[config.mk]
export PLATFORM = sky130hd
export DESIGN_NAME = vram_draw_arbiter
export DESIGN_NICKNAME = d
export VERILOG_FILES = /design/src/rtl/vram_draw_arbiter_pkg.sv /design/src/rtl/vram_draw_arbiter_rr_arbiter.sv /design/src/rtl/vram_draw_arbiter.sv
export SDC_FILE = /design/constraint.sdc
export NUM_CORES = 1
export LEC_CHECK = 0
export BUFFER_PORTS_ARGS = -buffer_cell sky130_fd_sc_hd__buf_2
export CORE_UTILIZATION = 53
export CTS_CLUSTER_DIAMETER = 150
export DETAILED_ROUTE_END_ITERATION = 12
export PLACE_DENSITY = 0.95
export SYNTH_ARGS = -nofsm -noshare
export SYNTH_HDL_FRONTEND = slang
export SYNTH_SLANG_ARGS = --single-unit
[constraint.sdc]
create_clock -name clock -period 6.3 [get_ports clock]
set_input_delay 0.63 -clock clock [delete_from_list [all_inputs] [get_ports clock]]
set_output_delay 0.63 -clock clock [all_outputs]
set_load 0.005 [all_outputs]
[src/rtl/vram_draw_arbiter_pkg.sv]
// Shared screen geometry, pixel widths and FSM encoding for the video-memory write-port arbiter.
// The VGA adapter imports the same constants so the two sides never disagree on the mode.
package vram_draw_arbiter_pkg;

    localparam int SCREEN_W = 320;
    localparam int SCREEN_H = 240;
    localparam int X_W      = 9;
    localparam int Y_W      = 8;
    localparam int COLOR_W  = 3;

    typedef enum logic {
        ST_IDLE  = 1'b0,
        ST_CLEAR = 1'b1
    } arb_state_t;

endpackage

[src/rtl/vram_draw_arbiter_rr_arbiter.sv]
// Combinational round-robin pick: first asserted request at or above ptr, wrapping at NUM_REQ.
module rr_arbiter #(
    parameter int NUM_REQ = 4,
    parameter int PTR_W   = (NUM_REQ > 1) ? $clog2(NUM_REQ) : 1
) (
    input  logic [NUM_REQ-1:0] req,
    input  logic [PTR_W-1:0]   ptr,
    output logic [NUM_REQ-1:0] grant,
    output logic [PTR_W-1:0]   idx
);

    localparam logic [PTR_W:0] NR = (PTR_W+1)'(NUM_REQ);

    logic [PTR_W:0]   sum;
    logic [PTR_W-1:0] j;
    logic             found;

    always_comb begin
        grant = '0;
        idx   = '0;
        found = 1'b0;
        sum   = '0;
        j     = '0;
        for (int k = 0; k < NUM_REQ; k++) begin
            sum = {1'b0, ptr} + (PTR_W+1)'(k);
            if (sum >= NR)
                sum = sum - NR;
            j = sum[PTR_W-1:0];
            if (!found && req[j]) begin
                found    = 1'b1;
                grant[j] = 1'b1;
                idx      = j;
            end
        end
    end

endmodule

[src/rtl/vram_draw_arbiter.sv]
// Single video-memory write port shared by the drawing engines, plus a full-screen clear sweep.
// One pixel accepted per clock; outputs are registered, so every write lands one cycle later.
module vram_draw_arbiter
    import vram_draw_arbiter_pkg::*;
#(
    parameter int NUM_REQ  = 4,
    parameter int X_W      = vram_draw_arbiter_pkg::X_W,
    parameter int Y_W      = vram_draw_arbiter_pkg::Y_W,
    parameter int COLOR_W  = vram_draw_arbiter_pkg::COLOR_W,
    parameter int SCREEN_W = vram_draw_arbiter_pkg::SCREEN_W,
    parameter int SCREEN_H = vram_draw_arbiter_pkg::SCREEN_H
) (
    input  logic                       clock,
    input  logic                       resetn,
    input  logic [NUM_REQ-1:0]         req_valid,
    input  logic [NUM_REQ*X_W-1:0]     req_x,
    input  logic [NUM_REQ*Y_W-1:0]     req_y,
    input  logic [NUM_REQ*COLOR_W-1:0] req_color,
    output logic [NUM_REQ-1:0]         req_ready,
    input  logic                       clear_start,
    input  logic [COLOR_W-1:0]         clear_color,
    output logic [X_W-1:0]             vram_x,
    output logic [Y_W-1:0]             vram_y,
    output logic [COLOR_W-1:0]         vram_color,
    output logic                       vram_we,
    output logic                       busy,
    output logic                       clear_done
);

    localparam int PTR_W = (NUM_REQ > 1) ? $clog2(NUM_REQ) : 1;
    localparam logic [X_W-1:0]   X_LAST   = X_W'(SCREEN_W - 1);
    localparam logic [Y_W-1:0]   Y_LAST   = Y_W'(SCREEN_H - 1);
    localparam logic [PTR_W-1:0] PTR_LAST = PTR_W'(NUM_REQ - 1);

    arb_state_t           state, state_nx;
    logic [PTR_W-1:0]     ptr;
    logic [X_W-1:0]       cx;
    logic [Y_W-1:0]       cy;
    logic [COLOR_W-1:0]   clr_color;

    logic [NUM_REQ-1:0]   grant;
    logic [PTR_W-1:0]     gidx;
    logic                 xfer;
    logic                 start_clr;
    logic                 last_px;
    logic [X_W-1:0]       sel_x;
    logic [Y_W-1:0]       sel_y;
    logic [COLOR_W-1:0]   sel_color;
    logic                 in_range;

    rr_arbiter #(.NUM_REQ(NUM_REQ), .PTR_W(PTR_W)) u_rr (
        .req   (req_valid),
        .ptr   (ptr),
        .grant (grant),
        .idx   (gidx)
    );

    assign sel_x     = req_x[gidx*X_W +: X_W];
    assign sel_y     = req_y[gidx*Y_W +: Y_W];
    assign sel_color = req_color[gidx*COLOR_W +: COLOR_W];
    assign in_range  = (sel_x <= X_LAST) && (sel_y <= Y_LAST);
    assign last_px   = (cx == X_LAST) && (cy == Y_LAST);
    assign busy      = (state == ST_CLEAR);

    // A clear request pre-empts arbitration in the cycle it arrives.
    always_comb begin
        state_nx  = state;
        req_ready = '0;
        xfer      = 1'b0;
        start_clr = 1'b0;
        case (state)
            ST_IDLE: begin
                if (resetn) begin
                    if (clear_start) begin
                        start_clr = 1'b1;
                        state_nx  = ST_CLEAR;
                    end else begin
                        req_ready = grant;
                        xfer      = |grant;
                    end
                end
            end
            ST_CLEAR: begin
                if (last_px)
                    state_nx = ST_IDLE;
            end
            default: state_nx = ST_IDLE;
        endcase
    end

    always_ff @(posedge clock) begin
        if (!resetn) begin
            state      <= ST_IDLE;
            ptr        <= '0;
            cx         <= '0;
            cy         <= '0;
            clr_color  <= '0;
            vram_x     <= '0;
            vram_y     <= '0;
            vram_color <= '0;
            vram_we    <= 1'b0;
            clear_done <= 1'b0;
        end else begin
            state <= state_nx;
            if (state == ST_CLEAR) begin
                vram_x     <= cx;
                vram_y     <= cy;
                vram_color <= clr_color;
                vram_we    <= 1'b1;
                clear_done <= last_px;
                if (cx == X_LAST) begin
                    cx <= '0;
                    cy <= (cy == Y_LAST) ? '0 : cy + 1'b1;
                end else begin
                    cx <= cx + 1'b1;
                end
            end else begin
                vram_x     <= sel_x;
                vram_y     <= sel_y;
                vram_color <= sel_color;
                vram_we    <= xfer && in_range;
                clear_done <= 1'b0;
                if (start_clr) begin
                    clr_color <= clear_color;
                    cx        <= '0;
                    cy        <= '0;
                end else if (xfer) begin
                    ptr <= (gidx == PTR_LAST) ? '0 : gidx + 1'b1;
                end
            end
        end
    end

endmodule
---- Word level (Yosys, flattened, before mapping) ----
Cells that the tools add are included.
storage, ports and cells
  flip-flop bits (word level) ............. 45
  bits of input ports ..................... 90
  word-level logic and storage cells ...... 121
  output and inout bits ................... 27
cells by class
  shift-type cells ........................ 3
  multipliers ............................. 2
  muxes and demuxes ....................... 54
  bitwise operators ....................... 5
  reductions and logical operators ........ 19
  order comparisons ....................... 14
  equal/unequal tests ..................... 4
  add/subtract/negate cells ............... 10
operators with widths
  cell                 count
  $mux 8               5
  $mux 9               4
  $shiftx 36x7->9      1
  $shiftx 32x6->8      1
  $mux 4               7
  $mux 1               19
  $mux 2               9
  $lt 2x3->1 const B   4
  $or 4x4->4           3
  $shiftx 12x5->3      1
  $logic_and 1x1->1    10
  $add 9x1->9 const B  1
  $eq 9x9->1 const B   1
  $ge 3x3->1 const B   3
  $le 9x9->1 const B   1
  $add 8x1->8 const B  1
  $bmux 1 s2           4
  $demux 1 s2          4
  $eq 8x8->1 const B   1
  $ge 2x1->1 const B   4
  $le 8x8->1 const B   1
  $sub 2x1->2 const B  4
  $add 2x2->3 const B  2
  $mul 2x4->6 const B  1
  14 further kinds     19

---- Logic depth before layout (Yosys ltp) ----
Gate-level depths: netlist of run 1.
  depth in word-level cells ............... 20
  gate-level depth with buffers ........... 14
  depth with buffers taken out ............ 10

---- By module ----
From an unflattened synthesis of run 1, not the netlist that was laid out.
second synthesis, totals
  cell total of the unflattened synthesis .. 326
  area, all modules ....................... 2,980.4 um^2
modules (own cells, without submodules)
  module             seq. area each (um^2)  cells each  instances  area an instance (um^2)
  vram_draw_arbiter  900.9                  261         1          2,491.1
  rr_arbiter         0.0                    65          1          489.2

---- Least setup slack after synthesis of run 1 ----
No wires, ideal clock.
  kind .................................... register to register
  from .................................... reg ptr[0]
  to ...................................... reg vram_we
  data arrival time ....................... 3,119 ps
  stages on the path, launching flop included .. 13
  setup time .............................. 116 ps
  period minus slack after synthesis ...... 3,235 ps
  path slack .............................. 3,065 ps
  required time ........................... 6,184 ps
  path through ............................ dfxtp_1 > buf_6 > inv_2 > ha_1 > buf_4 > mux4_2 > nand2b_1 > a21oi_1 > or4b_4 > buf_6 > mux2_4 > or4_1 > o211a_1
between the ends
  longest elaborated chain between the ends .. 20
  elaborated cells on any way between the ends .. 75
RTL lines
  item                                                  line                      source
  start: declaration                                    vram_draw_arbiter.sv:36   logic [PTR_W-1:0] ptr;
  start signal: assignment                              vram_draw_arbiter.sv:128  ptr <= (gidx == PTR_LAST) ? '0 : gidx + 1'b1;
  branches (longest 18 deep; another with $add 2x1->3)  n/a
  $logic_and 1x1->1 *                                   vram_draw_arbiter.sv:121  vram_we <= xfer && in_range;
  $mux 1 *                                              vram_draw_arbiter.sv:105  if (state == ST_CLEAR) begin
  end signal: assignment                                vram_draw_arbiter.sv:121
  end: declaration                                      vram_draw_arbiter.sv:25   output logic vram_we,
Every way passes the cells marked *. The select of a mux whose other input is x is not followed.
A chain may end at the register's enable or synchronous reset.

---- Worst setup path in the final report of run 1 ----
  from .................................... reg ptr[0]
  to ...................................... reg vram_x[1]
between the ends
  longest elaborated chain between the ends .. 17
  elaborated cells on any way between the ends .. 39
RTL lines
  item                                                  line                                source
  branches (longest 13 deep; another with $add 2x1->3)  n/a
  $mux 2 *                                              vram_draw_arbiter_rr_arbiter.sv:29  if (!found && req[j]) begin
  $mul 2x4->6 *                                         vram_draw_arbiter.sv:58             assign sel_x = req_x[gidx*X_W +: X_W];
  $shiftx 36x7->9 *                                     vram_draw_arbiter.sv:58
  $mux 9 *                                              vram_draw_arbiter.sv:105
  end signal: assignment                                vram_draw_arbiter.sv:118            vram_x <= sel_x;
  end: declaration                                      vram_draw_arbiter.sv:22             output logic [X_W-1:0] vram_x,
Marked as above.

==> run summary, run 1 <==
Outcome: complete, no violations
Fmax: 230.2 MHz
Synthesized cell area: 3053 um2
Final wirelength: 8.188 mm
DRT antenna net count: 0
Placed cells: 529
Crit start category: flip-flop
Clock transition at path regs: 0.09 ns
Core Rows: 27
CTS buffer count: 5
R2R depth: 10
Measured slew at the worst slew-check pin: 1.027 ns
Drt drc: 0
Clk sink count: 45
Slew Limit Fails: 0
IO Pins: 117
Delay of the slowest cell on the worst path: 0.82 ns
CP max-delay cell: o211ai_1
Final Non-Filler Cells: 537
Seq/Total Area, Yosys: 29.51%
Post-synth EDFFs: 0
CP most frequent cell: buf_4
DIE AREA: 6068 um2
Initial Util: 55.10%
Warnings from Yosys: 0
Port buffer count: 116
Pre-Repair DR Iteration Count: 4
Core region area: 5540 um2
Final Hold Fails: 0
Worst-Skew Late Latency: 0.31 ns
Ant diodes: 0
H-tree lvl count: 2
Flop2flop setup slack: 1.96 ns
CTS tree: built
Net Count, Synth: 468
CTS Root Cell: clkbuf_8
Max_slew headroom: 31.51%
Avg WL per Cell: 15.25 um
Die span in y: 77.90 um
Post-Syn Instances: 369
Reg-to-Reg Start: ptr[0]
Critical-path maximum fanout: 26
CP Data Arrival Time: 4.51 ns
First-pass GRT wire length: 12.92 mm
Drt initial violations: 212
Gr usage total: 26.84%
Max VDD drop: 0.1410 mV
Main synth FF type: dfxtp_1
Gr ovfl total: 0
Vias in the first global route: 2906
Clock skew: 0.01138 ns
Crit path cell chain: inv_2, ha_1, mux4_2, o211ai_1, buf_4, buf_4, mux2_2, nor2_1, a211o_1, a21oi_1
Min-delay worst type: reg2reg
Setup_tns: 0 ns
Unrepaired setup endpoints after global routing: no
WP data required: 6.47 ns
Die width: 77.90 um
Ys async rst share: 0%
Via count: 3072
Clk buf depth: 2
Critical path class: reg2reg
Layout area overhead: 20.66%
Post-DP HPWL: 6.110 mm
Post-cts sizing count: 0
Worst setup margin: 1.956 ns
Final setup viols: 0
Setup crit end kind: flip-flop
Initial antenna violation count: 0
Reg-to-reg endpoint: vram_x[1]
Hold Path Stages: 2
Distinct cells, synth: 52
Final net count: 563
CP Launch Point: ptr[0]
Pin count of the biggest net entering global routing: 60
PwrDens: 231.0 nW/um2
P_leak: 1.674 nW
Worst Hold Slack: 0.4777 ns
Hold wc startpoint: clr_color[2]
Synthesized area per cell: 8.274 um2
GPL Wtd Cong: 0.9103
Hold EP: vram_color[2]
Min Clock Period, post-route: 4.344 ns
Hold_buf cts: 0
Avg Vias per Cell: 5.721
Share of cells above drive strength 1: 33.12%
Seq cells post-synth: 45
Period Utilization, post-route: 68.95%
Pre-CTS WS: 1.987 ns
Setup Fix Bufs, Post-CTS: 0
Max-cap check violation count: 0
[registers in the layout, summed over array words and instances, names as in the netlist]
name / count
busy: 1
clear_done: 1
clr_color: 3
cx: 9
cy: 8
ptr: 2
vram_color: 3
vram_we: 1
vram_x: 9
vram_y: 8
[cell families (layout without fill, tap and decap cells)]
logic type | after synthesis | in the layout | share of synthesized area [%]
simple gates | 138 | 138 | 21.64
compound gates | 83 | 83 | 18.07
mux | 53 | 53 | 19.59
flops | 45 | 45 | 29.51
buf+inv | 34 | 130 | 5.491
fa+ha+maj | 9 | 9 | 3.689
xor+xnor | 7 | 7 | 2.008
[per-layer routing]
layer	vias up	global-route usage [%]	part of all wire (%)
li1	1509	-	-
met1	1402	32.70	41
met2	135	44.96	48
met3	26	6.118	7.5
met4	0	12.04	3.0
met5	-	0	0
[metrics by stage]
stage / instance area (um2) / power (mW) / util (%)
6_report: 3684 / 0.8511 / 66.49
5_1_grt: 3684 / 0.9021 / 66.49
4_1_cts: 3684 / 0.8538 / 66.49
3_5_place_dp: 3587 / 0.6665 / 64.75
3_3_place_gp: 3587 / 0.6565 / 64.75
2_1_floorplan: 3053 / 0.5882 / -
[report_power, final]
group / internal, mW / switching [mW] / leakage (nW) / total, mW
clock network: 0.0889 / 0.0984 / 0.0512 / 0.187
registers: 0.309 / 0.0191 / 0.369 / 0.329
logic: 0.169 / 0.167 / 1.25 / 0.335
[critical path, delay by kind of cell (launching register included)]
kind | cells | cell delay [ns]
AOI/OAI and AO/OA | 3 | 1.04
adders and majority gates | 1 | 0.50
buffers and inverters | 3 | 0.90
DFF | 1 | 0.65
muxes | 2 | 0.99
and+or+nand+nor | 1 | 0.11
[final cells by class]
class	count	area [um2]
Sequential cell	45	902.1
Timing Repair Buffer	118	595.6
Tap cell	72	90.09
Clock inverter	2	13.76
Clock buffer	6	82.58
Multi-Input combinational cell	290	1984
Inverter	4	15.01
Fill cell	447	1857
[worst max-delay path by stage]
stage          cells past startpoint  slack [ns]             to
5_1_grt                           10        1.68  vram_color[2]
3_5_place_dp                      10        1.99      vram_x[1]
2_1_floorplan                     12        3.06        vram_we
6_report                          10        1.96      vram_x[1]
3_3_place_gp                      10        2.19      vram_x[2]
4_1_cts                           10        1.98      vram_x[1]
[synth_stat cells (2+ instances only)]
library cell	count	area (um2)
nor2_1	50	187.7
dfxtp_1	45	900.9
nand2_1	38	142.6
a21oi_1	30	150.1
mux2i_1	29	290.3
mux2_2	18	202.7
a211o_1	16	140.1
clkbuf_1	13	48.80
ha_1	9	112.6
o21ai_0	8	40.04
and3_1	7	43.79
buf_1	6	22.52
nand3_1	6	30.03
nor3_1	6	30.03
buf_2	5	25.02
nand3b_1	5	37.54
nor2b_1	5	31.28
xor2_1	5	43.79
a221o_1	4	40.04
nand2b_1	4	25.02
nor3b_1	4	30.03
o21ai_1	4	20.02
a22oi_1	3	22.52
a31oi_1	3	18.77
buf_4	3	22.52
buf_6	3	33.78
inv_2	3	11.26
mux4_2	3	67.56
nor4_1	3	18.77
o21a_1	3	22.52
and2_1	2	12.51
mux2_1	2	22.52
o211ai_1	2	15.01
o22ai_1	2	12.51
or3b_1	2	17.52
xnor2_1	2	17.52
[cells in the final DEF, fill, tap and decap left out, types with 2 or more instances in the layout]
cell,instances
dfxtp_1,44
nand3b_1,5
o211ai_1,2
o21ai_1,4
nor3b_1,4
mux4_2,3
inv_2,3
mux2_2,18
clkbuf_8,6
o21ai_0,8
or3b_1,2
a31oi_1,3
nor3_1,6
o21a_1,3
a22oi_1,3
a221o_1,4
and3_1,7
xor2_1,5
a21oi_1,30
nand2_1,38
buf_2,116
and2_1,2
nor4_1,3
o22ai_1,2
mux2_1,2
ha_1,9
nor2b_1,5
nor2_1,50
mux2i_1,29
xnor2_1,2
buf_4,2
nand3_1,6
a211o_1,16
nand2b_1,4
Power figures use the tool's default switching activity.
==> run 2: changes to the inputs <==
--- a/config.mk
+++ b/config.mk
@@ -6,10 +6,10 @@
 export NUM_CORES = 1
 export LEC_CHECK = 0
 export BUFFER_PORTS_ARGS = -buffer_cell sky130_fd_sc_hd__buf_2
-export CORE_UTILIZATION = 53
+export CORE_UTILIZATION = 50
 export CTS_CLUSTER_DIAMETER = 150
 export DETAILED_ROUTE_END_ITERATION = 12
-export PLACE_DENSITY = 0.95
+export PLACE_DENSITY = 0.91
 export SYNTH_ARGS = -nofsm -noshare
 export SYNTH_HDL_FRONTEND = slang
 export SYNTH_SLANG_ARGS = --single-unit
==> constraint.sdc (replaced) <==
create_clock -name clock -period 4.5 [get_ports clock]
set_input_delay 0.45 -clock clock [delete_from_list [all_inputs] [get_ports clock]]
set_output_delay 0.45 -clock clock [all_outputs]
set_load 0.005 [all_outputs]
==> run summary, run 2 (same netlist as run 1, synthesis figures left out) <==
Pin count of the biggest net entering global routing: 60 (unchanged)
Port buffer count: 116 (unchanged)
Biggest regs: cx x9, vram_x x9 (unchanged)
Ant diodes: 0 (unchanged)
CTS Root Cell: clkbuf_8 (unchanged)
Final wirelength: 8.082 mm (was 8.188 mm)
Max_slew headroom: 32.24% (was 31.51%)
Crit start category: flip-flop (unchanged)
P_leak: 1.662 nW (was 1.674 nW)
Critical-path maximum fanout: 42 (was 26)
Clock transition at path regs: 0.07 ns (was 0.09 ns)
Drt drc: 0 (unchanged)
CTS tree: built (unchanged)
Flop2flop setup slack: 0.56 ns (was 1.96 ns)
Final net count: 563 (unchanged)
Max VDD drop: 0.1673 mV (was 0.1410 mV)
DRT antenna net count: 0 (unchanged)
Max-cap check violation count: 0 (unchanged)
Final Hold Fails: 0 (unchanged)
Via count: 3064 (was 3072)
CP Launch Point: ptr[0] (unchanged)
Most frequent cells in the layout: buf_2, nor2_1, dfxtp_1, nand2_1, a21oi_1 (unchanged)
Clock skew: 0.004141 ns (was 0.01138 ns)
Reg-to-Reg Start: ptr[0] (unchanged)
GPL Wtd Cong: 0.8502 (was 0.9103)
Slew Limit Fails: 0 (unchanged)
Initial Util: 51.56% (was 55.10%)
Drt initial violations: 289 (was 212)
Share of cells above drive strength 1: 32.83% (was 33.12%)
Period Utilization, post-route: 87.56% (was 68.95%)
Outcome: complete, no violations (unchanged)
Layout area overhead: 20.04% (was 20.66%)
Setup crit end kind: flip-flop (unchanged)
WP data required: 4.69 ns (was 6.47 ns)
R2R depth: 9 (was 10)
CP Data Arrival Time: 4.13 ns (was 4.51 ns)
Min-delay worst type: in2reg (was reg2reg)
Worst-Skew Late Latency: 0.30 ns (was 0.31 ns)
PwrDens: 316.6 nW/um2 (was 231.0 nW/um2)
Vias in the first global route: 2747 (was 2906)
Avg WL per Cell: 15.02 um (was 15.25 um)
Post-DP HPWL: 5.996 mm (was 6.110 mm)
Pre-Repair DR Iteration Count: 5 (was 4)
Clk buf depth: 2 (unchanged)
Design Area, Final: 3665 um2 (was 3684 um2)
Gr usage total: 24.18% (was 26.84%)
Unrepaired setup endpoints after global routing: no (unchanged)
Core Rows: 28 (was 27)
Placed Area: 3591 um2 (was 3587 um2)
Hold wc startpoint: clear_color[1] (was clr_color[2])
IO Pins: 117 (unchanged)
Die width: 80.14 um (was 77.90 um)
Critical path class: reg2reg (unchanged)
Gr ovfl total: 0 (unchanged)
Die span in y: 80.14 um (was 77.90 um)
Initial antenna violation count: 0 (unchanged)
Post-cts sizing count: 0 (unchanged)
Min Clock Period, post-route: 3.940 ns (was 4.344 ns)
Hold_buf cts: 0 (unchanged)
Measured slew at the worst slew-check pin: 1.016 ns (was 1.027 ns)
Clk sink count: 45 (unchanged)
Final setup viols: 0 (unchanged)
H-tree lvl count: 2 (unchanged)
End of the critical path: vram_we (was vram_x[1])
CTS buffer count: 5 (unchanged)
First-pass GRT wire length: 12.15 mm (was 12.92 mm)
Reg-to-reg endpoint: vram_we (was vram_x[1])
Fmax: 253.8 MHz (was 230.2 MHz)
Core region area: 5921 um2 (was 5540 um2)
Setup Fix Bufs, Post-CTS: 0 (unchanged)
Most common cell after layout, fill and taps aside: buf_2 (unchanged)
DIE AREA: 6422 um2 (was 6068 um2)
Avg Vias per Cell: 5.695 (was 5.721)
Setup_tns: 0 ns (unchanged)
run 2: report_power, final:
group          internal [mW]  switching, mW
combinational          0.236          0.239
sequential             0.433         0.0258
clock                  0.102          0.124
run 2: worst max-delay path: stages, from the launching register on:
cell and delay (ns):
dfxtp_1 0.65, inv_2 0.19, ha_1 0.47, mux4_2 0.47, nand2b_1 0.15, a21oi_1 0.05, or4b_4 0.76, mux2_4 0.39
or4_1 0.54, o211a_1 0.16
run 2: final cells by class:
type	count	area (um2)
fill	513	2256
tap	75	93.84
clock inverter	1	5.005
multi-input combinational	290	1984
clock buffer	5	68.82
timing repair buffer	118	595.6
inverter	4	15.01
sequential	45	902.1
run 2: worst min path at each step:
stage | slack, ns | endpoint | cells after the start
2_1_floorplan | 0.43 | vram_color[0] | 2
3_3_place_gp | 0.45 | vram_color[0] | 2
3_5_place_dp | 0.46 | vram_color[0] | 2
4_1_cts | 0.39 | clr_color[1] | 3
5_1_grt | 0.40 | clr_color[1] | 3
6_report | 0.39 | clr_color[1] | 3
run 2: metal layers:
| metal | track usage (%) | part of all wire (%) | routed length (um) | up-vias |
|---|---|---|---|---|
| met1 | 27.22 | 40 | 3215 | 1417 |
| met5 | 0 | 0 | 0 | - |
| met2 | 43.33 | 52 | 4175 | 117 |
| li1 | - | - | - | 1505 |
| met4 | 11.43 | 2.6 | 207 | 0 |
| met3 | 4.886 | 6.0 | 483 | 25 |
run 2: stage by stage:
| step | power [mW] | setup slack (ns) | hold slack [ns] | cells | util, % |
|---|---|---|---|---|---|
| after CTS | 1.163 | 0.5787 | 0.3929 | 538 | 61.90 |
| after global routing | 1.231 | 0.4091 | 0.4013 | 538 | 61.90 |
| after floorplan | 0.8234 | 1.265 | 0.4312 | 369 | - |
| after global placement | 0.9159 | 0.8402 | 0.4516 | 532 | 60.65 |
| final | 1.160 | 0.5596 | 0.3926 | 538 | 61.90 |
| after detailed placement | 0.9391 | 0.6081 | 0.4605 | 532 | 60.65 |
